**src/rtl/fetch_pkg.sv**
```systemverilog
// Shared types and constants for the instruction-fetch controller.
package fetch_pkg;

    localparam logic [31:0] DEFAULT_RESET_PC = 32'h0000_0000;

    typedef struct packed {
        logic [31:0] pc;
        logic [31:0] instr;
    } fetch_entry_t;

    typedef enum logic {
        FETCH = 1'b0,
        HALT  = 1'b1
    } fetch_state_t;

endpackage

```
**src/rtl/fetch_fifo.sv**
```systemverilog
// Prefetch FIFO of {pc, instr} entries; registered storage, zeroed head when empty.
// Flush has priority over push and pop.
module fetch_fifo
    import fetch_pkg::*;
#(
    parameter int DEPTH = 4
) (
    input  logic                     clk,
    input  logic                     rst,
    input  logic                     push,
    input  logic                     pop,
    input  logic                     flush,
    input  fetch_entry_t             wr_entry,
    output fetch_entry_t             rd_entry,
    output logic                     full,
    output logic                     empty,
    output logic [$clog2(DEPTH):0]   count
);

    localparam int AW = $clog2(DEPTH);
    localparam logic [AW:0] FULL_COUNT = (AW+1)'(DEPTH);

    fetch_entry_t    mem [DEPTH];
    logic [AW-1:0]   wr_ptr;
    logic [AW-1:0]   rd_ptr;
    logic [AW:0]     count_q;

    always_ff @(posedge clk) begin
        if (rst || flush) begin
            wr_ptr  <= '0;
            rd_ptr  <= '0;
            count_q <= '0;
        end else begin
            if (push) begin
                wr_ptr <= wr_ptr + 1'b1;
            end
            if (pop) begin
                rd_ptr <= rd_ptr + 1'b1;
            end
            if (push && !pop) begin
                count_q <= count_q + 1'b1;
            end else if (pop && !push) begin
                count_q <= count_q - 1'b1;
            end
        end
    end

    // Storage needs no reset: the count alone decides which slots are live.
    always_ff @(posedge clk) begin
        if (push && !flush && !rst) begin
            mem[wr_ptr] <= wr_entry;
        end
    end

    assign count    = count_q;
    assign full     = (count_q == FULL_COUNT);
    assign empty    = (count_q == '0);
    assign rd_entry = empty ? '0 : mem[rd_ptr];

endmodule

```
**src/rtl/fetch_ctrl.sv**
```systemverilog
// Instruction-fetch controller: owns the PC, fills the prefetch FIFO, handles redirect/halt.
// Optional counters stat_fetched/stat_flushes are built when FETCH_CTRL_STATS_EN is defined.
module fetch_ctrl
    import fetch_pkg::*;
#(
    parameter logic [31:0] RESET_PC   = DEFAULT_RESET_PC,
    parameter int          FIFO_DEPTH = 4
) (
    input  logic        clk,
    input  logic        rst,
    output logic [31:0] imem_addr,
    input  logic [31:0] imem_data,
    output logic        inst_valid,
    input  logic        inst_ready,
    output logic [31:0] inst_data,
    output logic [31:0] inst_pc,
    input  logic        redirect_valid,
    input  logic [31:0] redirect_pc,
    input  logic        halt_req,
    output logic        halted
`ifdef FETCH_CTRL_STATS_EN
    ,
    output logic [31:0] stat_fetched,
    output logic [31:0] stat_flushes
`endif
);

    fetch_state_t   state;
    fetch_state_t   next_state;
    logic [31:0]    fetch_pc;
    logic           push;
    logic           pop;
    logic           full;
    logic           empty;
    fetch_entry_t   wr_entry;
    fetch_entry_t   head;
    logic [$clog2(FIFO_DEPTH):0] count_unused;
    logic           redirect_lsb_unused;

    always_ff @(posedge clk) begin
        if (rst) begin
            state    <= FETCH;
            fetch_pc <= RESET_PC;
        end else begin
            state <= next_state;
            if (redirect_valid) begin
                fetch_pc <= {redirect_pc[31:2], 2'b00};
            end else if (push) begin
                fetch_pc <= fetch_pc + 32'd4;
            end
        end
    end

    always_comb begin
        next_state = state;
        if (halt_req) begin
            next_state = HALT;
        end else begin
            next_state = FETCH;
        end
    end

    // A pop during a full cycle frees the slot the same-cycle push lands in.
    assign pop  = inst_valid && inst_ready;
    assign push = (state == FETCH) && !redirect_valid && (!full || pop);

    assign wr_entry.pc    = fetch_pc;
    assign wr_entry.instr = imem_data;

    fetch_fifo #(
        .DEPTH (FIFO_DEPTH)
    ) u_fifo (
        .clk      (clk),
        .rst      (rst),
        .push     (push),
        .pop      (pop),
        .flush    (redirect_valid),
        .wr_entry (wr_entry),
        .rd_entry (head),
        .full     (full),
        .empty    (empty),
        .count    (count_unused)
    );

    assign redirect_lsb_unused = ^redirect_pc[1:0];

    assign imem_addr  = fetch_pc;
    assign inst_valid = !empty;
    assign inst_data  = head.instr;
    assign inst_pc    = head.pc;
    assign halted     = (state == HALT);

`ifdef FETCH_CTRL_STATS_EN
    always_ff @(posedge clk) begin
        if (rst) begin
            stat_fetched <= '0;
            stat_flushes <= '0;
        end else begin
            if (push) begin
                stat_fetched <= stat_fetched + 32'd1;
            end
            if (redirect_valid) begin
                stat_flushes <= stat_flushes + 32'd1;
            end
        end
    end
`endif

endmodule

```
**config.mk**
```make
export PLATFORM = sky130hd
export DESIGN_NAME = fetch_ctrl
export DESIGN_NICKNAME = d
export VERILOG_FILES = /design/src/rtl/fetch_pkg.sv /design/src/rtl/fetch_fifo.sv /design/src/rtl/fetch_ctrl.sv
export SDC_FILE = /design/constraint.sdc
export NUM_CORES = 1
export LEC_CHECK = 0
export CAP_MARGIN = 20
export CORE_MARGIN = 4
export CORE_UTILIZATION = 40
export CTS_CLUSTER_DIAMETER = 80
export DETAILED_ROUTE_END_ITERATION = 8
export GPL_ROUTABILITY_DRIVEN = 0
export PLACE_DENSITY_LB_ADDON = 0.2
export SYNTH_ARGS = -nofsm -noshare
export SYNTH_HDL_FRONTEND = slang
export SYNTH_SLANG_ARGS = --single-unit
```
**constraint.sdc**
```tcl
create_clock -name clk -period 2.9 [get_ports clk]
set_input_delay 0.58 -clock clk [delete_from_list [all_inputs] [get_ports clk]]
set_output_delay 0.58 -clock clk [all_outputs]
set_load 0.005 [all_outputs]
```
======== After elaboration in Yosys (flattened, before gate mapping) ========
Memories as Yosys holds them, arrays and structs flattened. A register that Yosys moved wholly into a read port is not among the register bits.
Cells that the tools add are included.
W data, S select, Z words.
word-level totals
  input bits .............................. 69
  bits in writable memories ............... 256
  output and inout port bits .............. 98
  word-level logic and storage cells ...... 43
  memories ................................ 1
  flip-flop bits (word level) ............. 40
memories
  memory      depth  width  rd ports  clocked after memory_dff  write ports  line              source
  u_fifo.mem  4      64     1         1                         1            fetch_fifo.sv:23  fetch_entry_t mem [DEPTH];
cells by class
  add/subtract/negate cells ............... 5
  eq/ne operators ......................... 1
  mux-type cells .......................... 10
  bitwise logic cells ..................... 1
  reductions and logical operators ........ 19
operator list
  kind                     count
  $mux W32                 2
  $mux W64                 1
  $add A32 B3 Y32 const B  1
  $logic_and A1 B1 Y1      7
  $logic_not A1 Y1         6
  $mux W3                  2
  $add A2 B1 Y2 const B    2
  $mux W2                  2
  $reduce_bool A2 Y1       2
  $add A3 B1 Y3 const B    1
  $eq A3 B3 Y1 const B     1
  $logic_not A3 Y1         1
  $mux W1                  3
  $sub A3 B1 Y3 const B    1
  $logic_or A1 B1 Y1       2
  $reduce_or A2 Y1         1
  $not A1 Y1               1

======== Logic depth before layout (Yosys ltp) ========
  word-level depth ........................ 9
  gate-level depth with buffers ........... 10
  depth with buffers taken out ............ 9

======== Hierarchy ========
From an unflattened synthesis, not the netlist that was laid out.
unflattened totals
  cell total of the unflattened synthesis .. 703
  area, all modules ....................... 12102.9 sq um
by module, submodules not included
  module      sequential area each (sq um)  cells an instance  times used  area an instance (sq um)
  fetch_fifo  7867.5                        451                1           10128.5
  fetch_ctrl  620.6                         252                1           1974.4

======== Least setup slack after synthesis ========
No wires, ideal clock.
  kind .................................... input to register
  from .................................... in inst_ready
  to ...................................... mem u_fifo.mem[0][0] (netlist name), enable pin
  data required time ...................... 2.473 ns
  cell stages on the path ................. 3
  library setup time ...................... 0.427 ns
  arrival ................................. 2.572 ns
  buffers on the path ..................... 0
  slack ................................... -0.099 ns
  path through ............................ nor4b_4 -> nor2_1 -> and3_1
between the ends
  word-level cells in the longest chain between the ends .. 7
ends and longest elaborated chain
  what                               line              source
  from (decl)                        fetch_ctrl.sv:14  input logic inst_ready,
  $logic_and A1 B1 Y1                fetch_ctrl.sv:64  assign pop = inst_valid && inst_ready;
  $logic_or A1 B1 Y1                 fetch_ctrl.sv:65  assign push = (state == FETCH) && !redirect_valid && (!full || pop);
  $logic_and A1 B1 Y1                fetch_ctrl.sv:65
  $logic_and A1 B1 Y1 (2 in series)  fetch_fifo.sv:50  if (push && !flush && !rst) begin
  $mux W1                            fetch_fifo.sv:50
  $mux W1 (not written as such)      fetch_fifo.sv:51  mem[wr_ptr] <= wr_entry;
  to (decl)                          fetch_fifo.sv:23
Every way passes these cells.

==> results.py <==
metrics = {
    "power": {
        "p_int_w": 0.00746,
        "pwr-share-comb": 0.096,
        "pwr-share-clk": 0.411,
        "power_w": 0.00954,
        "power_switching_share": 0.218,
        "p_leak_nw": 5.19,
        "p_sw_w": 0.00208,
        "irDropWorstVdd_mv": 0.483,
        "power_frac_seq": 0.493,
        "p_per_area_mw_per_mm2": 631,
    },
    "grt": {
        "antenna_found_initial": 0,
        "grt_pass1_vias": 6978,
        "grt_max_degree": 45,
        "grtUsageTotal": 0.166,
        "overflow": 0,
        "grt_pass1_wl_um": 40500,
    },
    "synthesis": {
        "ys_seq_area_frac": 0.713,
        "ys_seq_elements": 288,
        "ys.flop_type": "edfxtp_1",
        "synthTopCellsByCount": "248 x edfxtp_1, 62 x and2_1, 62 x mux4_2, 40 x dfxtp_1, 35 x nor2_1",
        "synth-edff-count": 248,
        "yosys.area_share.xor_xnor": 0.0250,
        "synth-simple-area-share": 0.0928,
        "synth_fa_ha_area_frac": 0.00822,
        "synth.top_cell.area_share": 0.644,
        "synthesis.area_mm2": 0.0116,
        "synthMuxAreaShare": 0.122,
        "yosys.cell_count.top_type": "edfxtp_1",
        "post_synth.cell_area_avg_um2": 17.7,
        "synthTopCellsByArea": "edfxtp_1 64%, mux4_2 12%, dfxtp_1 6.9%",
        "async_flop_share": 0,
        "ys_warn_count": 0,
        "synth_compound_area_frac": 0.0234,
        "synth_top_area_cell": "edfxtp_1",
        "ys_types": 43,
        "netlist_instances": 652,
        "synth_top_family_by_area": "multiplexers",
    },
    "setup_path": {
        "reg2reg_depth": 9,
        "crit_arrival_ps": 2260,
        "r2r_end": "u_fifo.count[2]",
        "critical_path_required_ps": 2320,
        "worst-setup-path-type": "flip-flop to output pin",
        "startpoint_type": "flip-flop",
        "rrSetupSlack_ps": 590,
        "r2r_start": "u_fifo.count[0]",
        "critPathMaxFanout": 5,
        "cp-end-kind": "output pin",
    },
    "cts": {
        "clk_latency_ps": 540,
        "clkSinkCount": 288,
        "cts_buffers": 30,
        "clk_pin_slew_ps": 60,
        "cts_root_buf": "clkbuf_16",
        "htreeDepth": 1,
        "cts_tree": "done",
        "clockBufferDepth": 3,
    },
    "timing": {
        "slew_viol_final": 0,
        "setup-tns-final_ps": 0,
        "hold_viol_final": 0,
        "relSlewSlack": 0.611,
        "rsz0062_at_grt": "yes",
        "fin_skew_ps": 13.1,
        "tightest_slew_ps": 578,
        "setup_violations": 0,
        "fin_crit_ps": 2840,
        "whs_ps": 504,
        "timing.final.ws_setup_ps": 59.6,
        "fmaxAchievable_mhz": 352,
        "fin_crit_sh": 0.979,
    },
    "final_layout": {
        "area_delta_synth_final_pct": 30.6,
        "diodes": 0,
        "nNetsFinal": 927,
        "fill_cells": 2242,
        "fin_cells": 1253,
        "layout-drive-gt1-share": 0.203,
    },
    "flow_run": {
        "max-cap-violations": 0,
    },
    "worst_hold_path": {
        "min_to": "u_fifo.wr_ptr[1]",
        "hold_start": "u_fifo.wr_ptr[1]",
        "min_path_cells": 2,
        "hp-class": "flip-flop to flip-flop",
    },
    "drt": {
        "dr.pass1.iters": 5,
        "wl_per_cell_um": 21.0,
        "num_vias": 6503,
        "ant_nets": 0,
        "viasPerCell": 5.19,
        "wl_um": 26300,
        "drt_iter0_markers": 445,
        "drcViolationCount": 0,
    },
    "placement": {
        "dp.final_hpwl_um": 16300,
        "portBuffers": 160,
        "dp_slack_ps": -43.1,
        "placed_cells": 1186,
    },
    "floorplanning": {
        "die_area_mm2": 0.0317,
        "dieHeight_um": 178,
        "start_util": 0.411,
        "core-area_mm2": 0.0282,
        "rows": 61,
        "fp.dieW_um": 178,
        "io_pins": 167,
    },
    "outcome": {
        "status": "completed",
    },
}
-- per-layer routing --
metal	up-vias	track usage	share of wire
met5	-	0	0
met4	0	0.0293	0.011
met3	29	0.0312	0.070
met2	234	0.270	0.48
met1	3296	0.238	0.44
li1	2944	-	-
-- cell usage in the layout, fill, tap and decap left out, types with 4 or more instances in the layout --
| cell | count |
|---|---|
| ha_1 | 6 |
| buf_12 | 14 |
| and3_4 | 4 |
| mux4_2 | 62 |
| xor2_1 | 16 |
| and3_1 | 10 |
| dlygate4sd2_1 | 47 |
| clkbuf_1 | 5 |
| dlymetal6s2s_1 | 5 |
| xnor2_1 | 17 |
| clkdlybuf4s50_1 | 105 |
| buf_16 | 4 |
| a21oi_1 | 9 |
| nand2_1 | 21 |
| buf_4 | 20 |
| and2_4 | 6 |
| o22ai_1 | 6 |
| clkinvlp_4 | 4 |
| clkbuf_16 | 32 |
| nand4_1 | 5 |
| nor3_1 | 4 |
| dfxtp_1 | 38 |
| nand3_1 | 12 |
| edfxtp_1 | 248 |
| bufinv_16 | 4 |
| inv_1 | 6 |
| and2_1 | 56 |
| nor2_1 | 35 |
| a211oi_1 | 19 |
| conb_1 | 4 |
-- logic make-up after synthesis --
logic type	after synthesis
flip-flops	288
AND/OR/NAND/NOR	178
multiplexers	63
buffers and inverters	42
AO/OA/AOI/OAI	40
XOR/XNOR	33
adder cells (fa/ha/maj)	7
other	1
-- critical path, stage by stage, from the launching register on --
cell and delay, ps:
dfxtp_4 450, clkbuf_16 190, mux4_2 490, and2_1 160, clkdlybuf4s50_1 440
-- cell type report --
class,instances,area (um^2),share of cell area
Tap cell,378,473,0.0313
Clock inverter,20,235,0.0156
Inverter,6,22.5,0.00149
Timing Repair Buffer,200,2130,0.141
Clock buffer,36,795,0.0526
Sequential cell,288,8260,0.547
Multi-Input combinational cell,325,3190,0.211
-- worst max-delay path by stage --
stage                                  to  slack (ps)  cells after the start        from
final                       inst_data[27]          60                      4   flip-flop
after global routing        inst_data[14]          -4                      5   flip-flop
after CTS                   inst_data[29]        -100                      4   flip-flop
after detailed placement  u_fifo.count[2]         -40                     10  inst_ready
after global placement    u_fifo.count[2]         -40                     10  inst_ready
after floorplan           u_fifo.count[2]         440                     10  inst_ready
-- state kept, by name, summed over array words and instances, names as in the netlist, named ones only --
register / flops
imem_addr: 30
u_fifo.rd_ptr: 2
u_fifo.count: 3
u_fifo.wr_ptr: 2
halted: 1
u_fifo.mem: 248
-- power groups by stage --
stage | combinational (W) | sequential, W | clock, W
floorplan | 0.000387 | 0.00477 | 0
global placement | 0.000935 | 0.00478 | 0
detailed placement | 0.000945 | 0.00479 | 0
CTS | 0.000926 | 0.00470 | 0.00402
global route | 0.00100 | 0.00472 | 0.00420
finish | 0.000913 | 0.00470 | 0.00392
-- timing repair --
action | CTS | global route
endpoints found under the hold margin | 0 | 0
gates cloned | 3 | 1
setup endpoints to repair | 62 | 11
gates resized for setup | 59 | 14
hold buffers | 0 | 0
buffers inserted | 4 | 3
-- metrics by stage --
step                 util  instance area [um^2]
CTS                 0.534                 15000
global route        0.536                 15100
floorplan               -                 11600
global placement    0.494                 13900
detailed placement  0.494                 13900
finish              0.536                 15100
No activity file was read; power rests on OpenSTA's default activity.
